$ cat config.mk
export PLATFORM = sky130hd
export DESIGN_NAME = alu_operand_stage
export DESIGN_NICKNAME = d
export VERILOG_FILES = /design/src/rtl/alu_operand_stage.sv
export SDC_FILE = /design/constraint.sdc
export NUM_CORES = 1
export LEC_CHECK = 0
export CAP_MARGIN = 20
export CORE_MARGIN = 3
export CORE_UTILIZATION = 29
export DETAILED_ROUTE_END_ITERATION = 16
export SYNTH_ARGS = -nofsm -noshare
export SYNTH_HDL_FRONTEND = slang
export SYNTH_SLANG_ARGS = --single-unit
$ cat constraint.sdc
create_clock -name clk -period 4.2 [get_ports clk]
set_clock_uncertainty 0.15 [all_clocks]
set_input_delay 0.84 -clock clk [delete_from_list [all_inputs] [get_ports clk]]
set_output_delay 0.84 -clock clk [all_outputs]
set_load 0.01 [all_outputs]
$ cat src/rtl/alu_operand_stage.sv
// Operand-latch / status-register sequencer wrapped around the combinational 6502 ALU.
// Optional BCD adjust step for SUM is compiled in when the DECIMAL_EN macro is defined.
module alu_operand_stage #(
    parameter logic [3:0] RESET_FLAGS = 4'b0000,
    parameter logic [7:0] DATA_RESET  = 8'h00
) (
    input  logic       clk,
    input  logic       rst_n,

    input  logic       req_valid,
    output logic       req_ready,
    input  logic [3:0] req_op,
    input  logic [7:0] req_a,
    input  logic [7:0] req_b,
    input  logic       req_inv,
    input  logic       req_cin,
    input  logic       req_cin_sel,
    input  logic [3:0] req_fmask,
    input  logic       dec_mode,

    output logic [7:0] alu_a,
    output logic [7:0] alu_b,
    output logic [3:0] alu_op,
    output logic       alu_inv,
    output logic       alu_cin,
    input  logic [7:0] alu_out,
    input  logic       alu_cout,
    input  logic       alu_zero,
    input  logic       alu_ovf,

    output logic       rsp_valid,
    input  logic       rsp_ready,
    output logic [7:0] rsp_data,
    output logic       p_n,
    output logic       p_v,
    output logic       p_z,
    output logic       p_c
);

`ifdef DECIMAL_EN
    localparam bit DEC_EN = 1'b1;
`else
    localparam bit DEC_EN = 1'b0;
`endif

    localparam logic [1:0] ST_IDLE = 2'd0;
    localparam logic [1:0] ST_EXEC = 2'd1;
    localparam logic [1:0] ST_ADJ  = 2'd2;
    localparam logic [1:0] ST_HOLD = 2'd3;

    localparam logic [3:0] OP_SUM = 4'd1;
    localparam logic [3:0] OP_SR  = 4'd5;
    localparam logic [3:0] OP_ROR = 4'd6;

    logic [1:0] state;
    logic [1:0] state_nx;
    logic [3:0] fmask;
    logic       dec_req;
    logic       accept;
    logic       go_adj;
    logic       carry_op;
    logic [8:0] adj_res;

    // Decimal correction of a binary SUM result; returns {carry, adjusted byte}.
    function automatic logic [8:0] bcd_adjust(input logic [7:0] bin,
                                              input logic [7:0] a,
                                              input logic [7:0] b,
                                              input logic       inv,
                                              input logic       cin,
                                              input logic       cout);
        logic [7:0] bx;
        logic [4:0] lo_sum;
        logic       half;
        logic       lo_adj;
        logic       hi_adj;
        logic [7:0] res;
        bx     = inv ? ~b : b;
        lo_sum = {1'b0, a[3:0]} + {1'b0, bx[3:0]} + {4'b0000, cin};
        half   = lo_sum[4];
        if (!inv) begin
            lo_adj = (bin[3:0] > 4'd9) || half;
            hi_adj = (bin > 8'h99) || cout;
            res    = bin + (lo_adj ? 8'h06 : 8'h00) + (hi_adj ? 8'h60 : 8'h00);
            return {hi_adj, res};
        end else begin
            res = bin - (half ? 8'h00 : 8'h06) - (cout ? 8'h00 : 8'h60);
            return {cout, res};
        end
    endfunction

    assign req_ready = (state == ST_IDLE) || ((state == ST_HOLD) && rsp_ready);
    assign rsp_valid = (state == ST_HOLD);
    assign accept    = req_valid && req_ready;
    assign go_adj    = DEC_EN && dec_req;
    assign carry_op  = (alu_op == OP_SUM) || (alu_op == OP_SR) || (alu_op == OP_ROR);
    assign adj_res   = bcd_adjust(alu_out, alu_a, alu_b, alu_inv, alu_cin, alu_cout);

    always_comb begin
        state_nx = state;
        case (state)
            ST_IDLE: if (req_valid) state_nx = ST_EXEC;
            ST_EXEC: state_nx = go_adj ? ST_ADJ : ST_HOLD;
            ST_ADJ:  state_nx = ST_HOLD;
            ST_HOLD: if (rsp_ready) state_nx = req_valid ? ST_EXEC : ST_IDLE;
            default: state_nx = ST_IDLE;
        endcase
    end

    always_ff @(posedge clk or negedge rst_n) begin
        if (!rst_n) begin
            state    <= ST_IDLE;
            alu_a    <= DATA_RESET;
            alu_b    <= DATA_RESET;
            alu_op   <= 4'd0;
            alu_inv  <= 1'b0;
            alu_cin  <= 1'b0;
            fmask    <= 4'd0;
            dec_req  <= 1'b0;
            rsp_data <= DATA_RESET;
            p_n      <= RESET_FLAGS[3];
            p_v      <= RESET_FLAGS[2];
            p_z      <= RESET_FLAGS[1];
            p_c      <= RESET_FLAGS[0];
        end else begin
            state <= state_nx;

            // Operand latch: the ALU sees these until the next accepted request.
            if (accept) begin
                alu_a   <= req_a;
                alu_b   <= req_b;
                alu_op  <= req_op;
                alu_inv <= req_inv;
                alu_cin <= req_cin_sel ? p_c : req_cin;
                fmask   <= req_fmask;
                dec_req <= dec_mode && (req_op == OP_SUM);
            end

            // Binary capture; an ADJ cycle that follows overrides data, N, Z and C.
            if (state == ST_EXEC) begin
                rsp_data <= alu_out;
                if (fmask[3])             p_n <= alu_out[7];
                if (fmask[2] && (alu_op == OP_SUM)) p_v <= alu_ovf;
                if (fmask[1])             p_z <= alu_zero;
                if (fmask[0] && carry_op) p_c <= alu_cout;
            end

            if (state == ST_ADJ) begin
                rsp_data <= adj_res[7:0];
                if (fmask[3]) p_n <= adj_res[7];
                if (fmask[1]) p_z <= (adj_res[7:0] == 8'h00);
                if (fmask[0]) p_c <= adj_res[8];
            end
        end
    end

endmodule

Word level (Yosys, flattened, before mapping)
Index checks and enable logic that the tools add are counted.

operators by class
  $add $sub $neg = 6
  $mul = 0
  divide/modulo/power cells = 0
  order comparisons = 2
  eq/ne operators = 8
  shifts and indexed selects = 0
  mux-type cells = 25
  bitwise logic cells = 1
  reductions and logical operators = 15

operators by type and width
  operator            count
  $mux 8              2
  $mux 1              14
  $mux 7              2
  $mux 9              1
  $add 8x3->8         1
  $add 8x7->8         1
  $eq 4x3->1 const B  2
  $gt 8x8->1 const B  1
  $logic_not 8->1     1
  $sub 8x3->8         1
  $sub 8x7->8         1
  $mux 3              2
  $pmux 2 s3          1
  $add 4x4->5         1
  $add 5x1->5         1
  $logic_or 1x1->1    5
  $eq 2x2->1 const B  2
  $eq 4x1->1 const B  1
  $gt 4x4->1 const B  1
  $logic_and 1x1->1   4
  $mux 2              2
  $mux 4              1
  $not 4->4           1
  $reduce_and 2->1    2
  6 further kinds     6

word-level totals
  register bits after elaboration = 40
  latch bits = 0
  RAM bits = 0
  bits in read-only memories = 0
  word-level logic and storage cells = 69
  memories kept = 0

Depth between registers and ports, before layout
Gate-level depths: netlist of run 1.

  depth after elaboration = 12
  mapped depth = 18
  depth with buffers taken out = 16

Worst setup path before layout of run 1
Ideal clock, no wire load.

  path type = reg-to-reg
  start = reg alu_inv
  end = reg p_n
  setup time = 0.099 ns
  arrival = 3.827 ns
  data required time = 3.951 ns
  path slack = 0.124 ns
  cell stages (with the launch flop) = 19
  buffers on the path = 2
  cell sequence = dfrtp_1 -> buf_1 -> buf_2 -> xor2_1 -> ha_1 -> a21oi_1 -> nor2b_1 -> o21ai_1 -> nand2b_1 -> a21oi_1 -> ha_1 -> inv_1 -> ha_1 -> o211ai_1 -> a31oi_1 -> or3_4 -> a311oi_4 -> nor4b_1 -> a311oi_1

between the ends
  longest elaborated chain between the ends = 10
  elaborated cells on any way between the ends = 13
  classes of those cells = add/sub: 6; mux: 6; reduce/logical: 1

RTL lines
  element                   RTL line  RTL
  start: declaration        24        output logic alu_inv,
  start signal: assignment  132       alu_inv <= req_inv;
  $mux 4                    77        bx = inv ? ~b : b;
  $add 4x4->5               78        lo_sum = {1'b0, a[3:0]} + {1'b0, bx[3:0]} + {4'b0000, cin};
  $add 5x1->5               78
  $logic_or 1x1->1          81        lo_adj = (bin[3:0] > 4'd9) || half;
  $mux 3                    83        res = bin + (lo_adj ? 8'h06 : 8'h00) + (hi_adj ? 8'h60 : 8'h00);
  $add 8x3->8               83
  $add 8x7->8               83
  $mux 9 *                  80        if (!inv) begin
  $mux 1 *                  149       if (fmask[3]) p_n <= adj_res[7];
  $mux 1 *                  147       if (state == ST_ADJ) begin
  end signal: assignment    120       p_n <= RESET_FLAGS[3];
  end signal: assignment    141       if (fmask[3]) p_n <= alu_out[7];
  end signal: assignment    149
  end: declaration          34        output logic p_n,

Every way passes the cells marked *; elsewhere a longest branch is shown, timed or not.
A chain may end at the register's enable or synchronous reset.

Final worst setup path of run 1
  start = in alu_out[1]
  end = reg p_n

between the ends
  longest elaborated chain between the ends = 8
  elaborated cells on any way between the ends = 13
  classes of those cells = add/sub: 4; order compare: 2; mux: 5; reduce/logical: 2

RTL lines
  element             RTL line  RTL
  start: declaration  26        input logic [7:0] alu_out,
  $gt 4x4->1          81
  $logic_or 1x1->1    81
  $mux 3              83
  $add 8x3->8         83
  $add 8x7->8         83
  $mux 9 *            80
  $mux 1 *            149
  $mux 1 *            147

Marked as above.

==> reports/qor_table.md, run 1 <==
| Item | Value |
|:---|:---|
| Run status | completed |
| Depth of the worst hold-timing path | 1 |
| Final routed DRC violation total | 0 |
| Latest clock arrival within the worst-skew pair | 280 ps |
| Max Clock Freq | 269 MHz |
| Static leakage power | 1.53 nW |
| Slew at the pin closest to its max-slew limit | 886 ps |
| Post-synthesis net count | 309 |
| Detailed Route Iter0 Violations | 50 |
| Global route total overflow | 0 |
| Worst path bufs/invs | 2 |
| Buffers inserted by post-CTS timing repair | 0 |
| Vias in the first global route | 2011 |
| Pins over their slew limit | 0 |
| Number of distinct library cells after synthesis | 41 |
| Final weighted congestion in routability-driven placement | 0.776 |
| Power, Total | 2.59 mW |
| Placed wire-length estimate after detailed placement | 4.38 mm |
| Xor/xnor share of the synthesized area | 5.18% |
| Cells resized by post-CTS repair | 0 |
| Height of the die | 99.5 um |
| Unrepaired setup endpoints after global routing | false |
| Proportion of layout cells with a drive suffix above 1 | 6.85% |
| Cell with the largest stage delay on the worst path | sky130_fd_sc_hd__clkdlybuf4s50_1 |
| Post-synthesis sequential area ratio | 39.5% |
| Fin crit share | 88.6% |
| Crit path time final | 3720 ps |
| Rows | 33 |
| Initial antenna violation count | 0 |
| Nature of the critical path endpoint | flop |
| I/O Pins | 79 |
| Hold Buf Count CTS | 0 |
| Biggest cell delay along the critical path | 500 ps |
| Category of the most critical setup path | in -> reg |
| Total power density per cell area | 736 nW/um2 |
| Leading cell types by total area after synthesis | sky130_fd_sc_hd__dfrtp_1 (39%), sky130_fd_sc_hd__ha_1 (12%), sky130_fd_sc_hd__mux2_1 (12%), sky130_fd_sc_hd__xor2_1 (3.1%), sky130_fd_sc_hd__a21oi_1 (3.0%) |
| Dominant combinational cell family by area after synthesis | multiplexers |
| DIE AREA | 9900 um2 |
| Root Driver | sky130_fd_sc_hd__clkbuf_8 |
| Share of synthesized registers carrying an async set or reset | 100% |
| Relative slew margins | 40.9% |
| Series of cell instances along the critical path | clkdlybuf4s50_1 -> inv_1 -> ha_1 -> o21bai_1 -> a311o_1 -> nand2_1 -> nand2_1 -> ha_1 -> nand3_1 -> o21bai_1 -> a211oi_1 -> a311oi_4 -> nor4b_1 -> a311oi_1 |
| Syn avg cell area | 10.6 um2 |
| PortBufs | 77 |
| Max Root-Sink Buffers | 2 |
| Largest voltage drop on the vdd net | 0.275 mV |
| Netlist area before placement | 2540 um2 |
| Depth of the worst register-to-register path | 17 |
| Share of Yosys cell area claimed by the top area cell type | 39.5% |
| Drt pass-1 iters | 4 |
| Largest net degree at the start of global routing | 41 |
| Overall fraction of global-route tracks in use | 11.8% |
| Antenna fix cells | 0 |
| Per-cell via count in the routed design | 4.66 |
| Post-synthesis to final-layout area growth | 38.6% |
| Post-detailed-route count of antenna-violating nets | 0 |
| EDFF count, synth | 0 |
| Multiplexer fraction of the synthesized cell area | 16.6% |
| Final wirelength | 5.60 mm |
| Post-synth top area cell | sky130_fd_sc_hd__dfrtp_1 |
| Type of origin of the critical path | input port |
| Final core occ | 42.1% |
| Endpoints failing setup | 0 |
| Hold WC Path Type | reg -> reg |
| Number of warning messages in the yosys log | 0 |
| TNS Setup | 0 ps |
| Maximum fanout along the worst path | 5 |
| Largest delay share family, worst path | compound AO/OA/AOI/OAI gates |
| Num Clock Sinks | 40 |
| Synth Area in Simple Gates | 10.4% |
| Reg clk slew, reported paths | 70 ps |
| Adder and majority cell fraction of the synthesized area | 13.1% |
| Initial Utilization | 30.4% |
| WL/cell | 13.1 um |
| Vias | 1985 |
| TritonCTS clock tree | yes |
| Width of the die | 99.5 um |
| Number of synthesized register bits | 40 |
| Final number of hold-violating endpoints | 0 |
| Number of cells produced by synthesis | 240 |
| TritonCTS buffer count | 5 |
| Core box area | 8340 um2 |
| Final net count | 389 |
| Compound-cell area share of the yosys netlist | 11.0% |
| Prevailing post-synth register cell | sky130_fd_sc_hd__dfrtp_1 |
| # Max-Cap Violations | 0 |
| Crit path required time | 4200 ps |
| Depth of the critical timing path with buffers and inverters included | 14 |
| Max H-tree Level | 2 |
| Critical path arrival | 3720 ps |
| First-pass GRT wire length | 9.48 mm |
## cell type report
type                    count  area [um2]
repair buffers             82         803
fillers                   816        4830
flip-flops and latches     40        1000
well taps                 105         131
clock buffers               8        90.1
multi-input cells         174        1430
inverters                  17        63.8
## registers in the layout (all words and copies together), names as in the netlist, 2 cells and up
name      flops
alu_op        4
alu_b         8
state         2
fmask         4
rsp_data      8
alu_a         8
## metrics by stage
stage          std cells  setup WS [ps]  cell area, um2  hold slack [ps]
4_1_cts              426            435            3510              349
2_1_floorplan        240            124            2540              306
3_5_place_dp         418            136            3420              328
6_report             426            478            3510              341
5_1_grt              426            146            3510              369
3_3_place_gp         418            179            3420              323
## worst reg2reg max path, delay by kind of cell (launching register included)
kind,cells,cell delay (ps)
adder cells (fa/ha/maj),3,710
XOR/XNOR,1,190
AO/OA/AOI/OAI,7,1250
buffers and inverters,2,250
AND/OR/NAND/NOR,4,480
flip-flops,1,470
## report_power, final
part | leakage [nW] | switching [mW] | internal [mW]
Combinational | 1.02 | 0.739 | 0.857
Clock | 0.0455 | 0.121 | 0.134
Sequential | 0.468 | 0.146 | 0.589
## path summary, 6_finish.rpt
path                            start     endpoint  slack [ps]
max in group asynchronous       rst_n     alu_a[6]        2810
min                               p_v          p_v         340
min reg2reg                       p_v          p_v         340
min in group asynchronous       rst_n  rsp_data[4]         520
max reg2reg                   alu_inv          p_n         570
max                        alu_out[1]          p_n         480
## layout by cell type, fill, tap and decap left out, types with 9 or more instances in the layout
cell | synthesis | routed
sky130_fd_sc_hd__a21oi_1 | 15 | 15
sky130_fd_sc_hd__clkdlybuf4s50_1 | 0 | 76
sky130_fd_sc_hd__dfrtp_1 | 40 | 40
sky130_fd_sc_hd__ha_1 | 25 | 25
sky130_fd_sc_hd__inv_1 | 17 | 17
sky130_fd_sc_hd__mux2_1 | 26 | 26
sky130_fd_sc_hd__nand2_1 | 17 | 17
sky130_fd_sc_hd__nor2_1 | 17 | 17
sky130_fd_sc_hd__xor2_1 | 9 | 9
## synth_stat cells (2+ instances only)
library cell	instances
sky130_fd_sc_hd__dfrtp_1	40
sky130_fd_sc_hd__mux2_1	26
sky130_fd_sc_hd__ha_1	25
sky130_fd_sc_hd__inv_1	17
sky130_fd_sc_hd__nand2_1	17
sky130_fd_sc_hd__nor2_1	17
sky130_fd_sc_hd__a21oi_1	15
sky130_fd_sc_hd__xor2_1	9
sky130_fd_sc_hd__mux2_2	6
sky130_fd_sc_hd__mux2i_1	6
sky130_fd_sc_hd__o21ai_1	6
sky130_fd_sc_hd__xnor2_1	6
sky130_fd_sc_hd__a31oi_1	5
sky130_fd_sc_hd__clkbuf_1	4
sky130_fd_sc_hd__nor2b_1	4
sky130_fd_sc_hd__nand2b_1	3
sky130_fd_sc_hd__nand3_1	3
sky130_fd_sc_hd__a211oi_1	2
sky130_fd_sc_hd__a21o_1	2
sky130_fd_sc_hd__buf_1	2
sky130_fd_sc_hd__nor3_1	2
sky130_fd_sc_hd__nor4b_1	2
sky130_fd_sc_hd__o21bai_1	2
sky130_fd_sc_hd__o22ai_1	2
## metal layers
layer | track usage (%) | part of all wire, % | vias up
met3 | 3.58 | 6.1 | 2
met2 | 20.0 | 49 | 46
li1 | - | - | 995
met4 | 2.21 | 0.14 | 0
met5 | 0 | 0 | -
met1 | 15.0 | 45 | 942
## cell families after synthesis
| group | count (synthesis) |
|---|---|
| XOR/XNOR | 15 |
| AO/OA/AOI/OAI | 42 |
| buffers and inverters | 26 |
| multiplexers | 38 |
| flip-flops | 40 |
| AND/OR/NAND/NOR | 53 |
| adder cells (fa/ha/maj) | 26 |
(Power assumes the default switching activity.)
==> run 2: changes to the inputs <==
- SLEW_MARGIN: not set -> 20
==> results of run 2 <==
The final DEF is identical to that of run 1; final timing and power are the same.
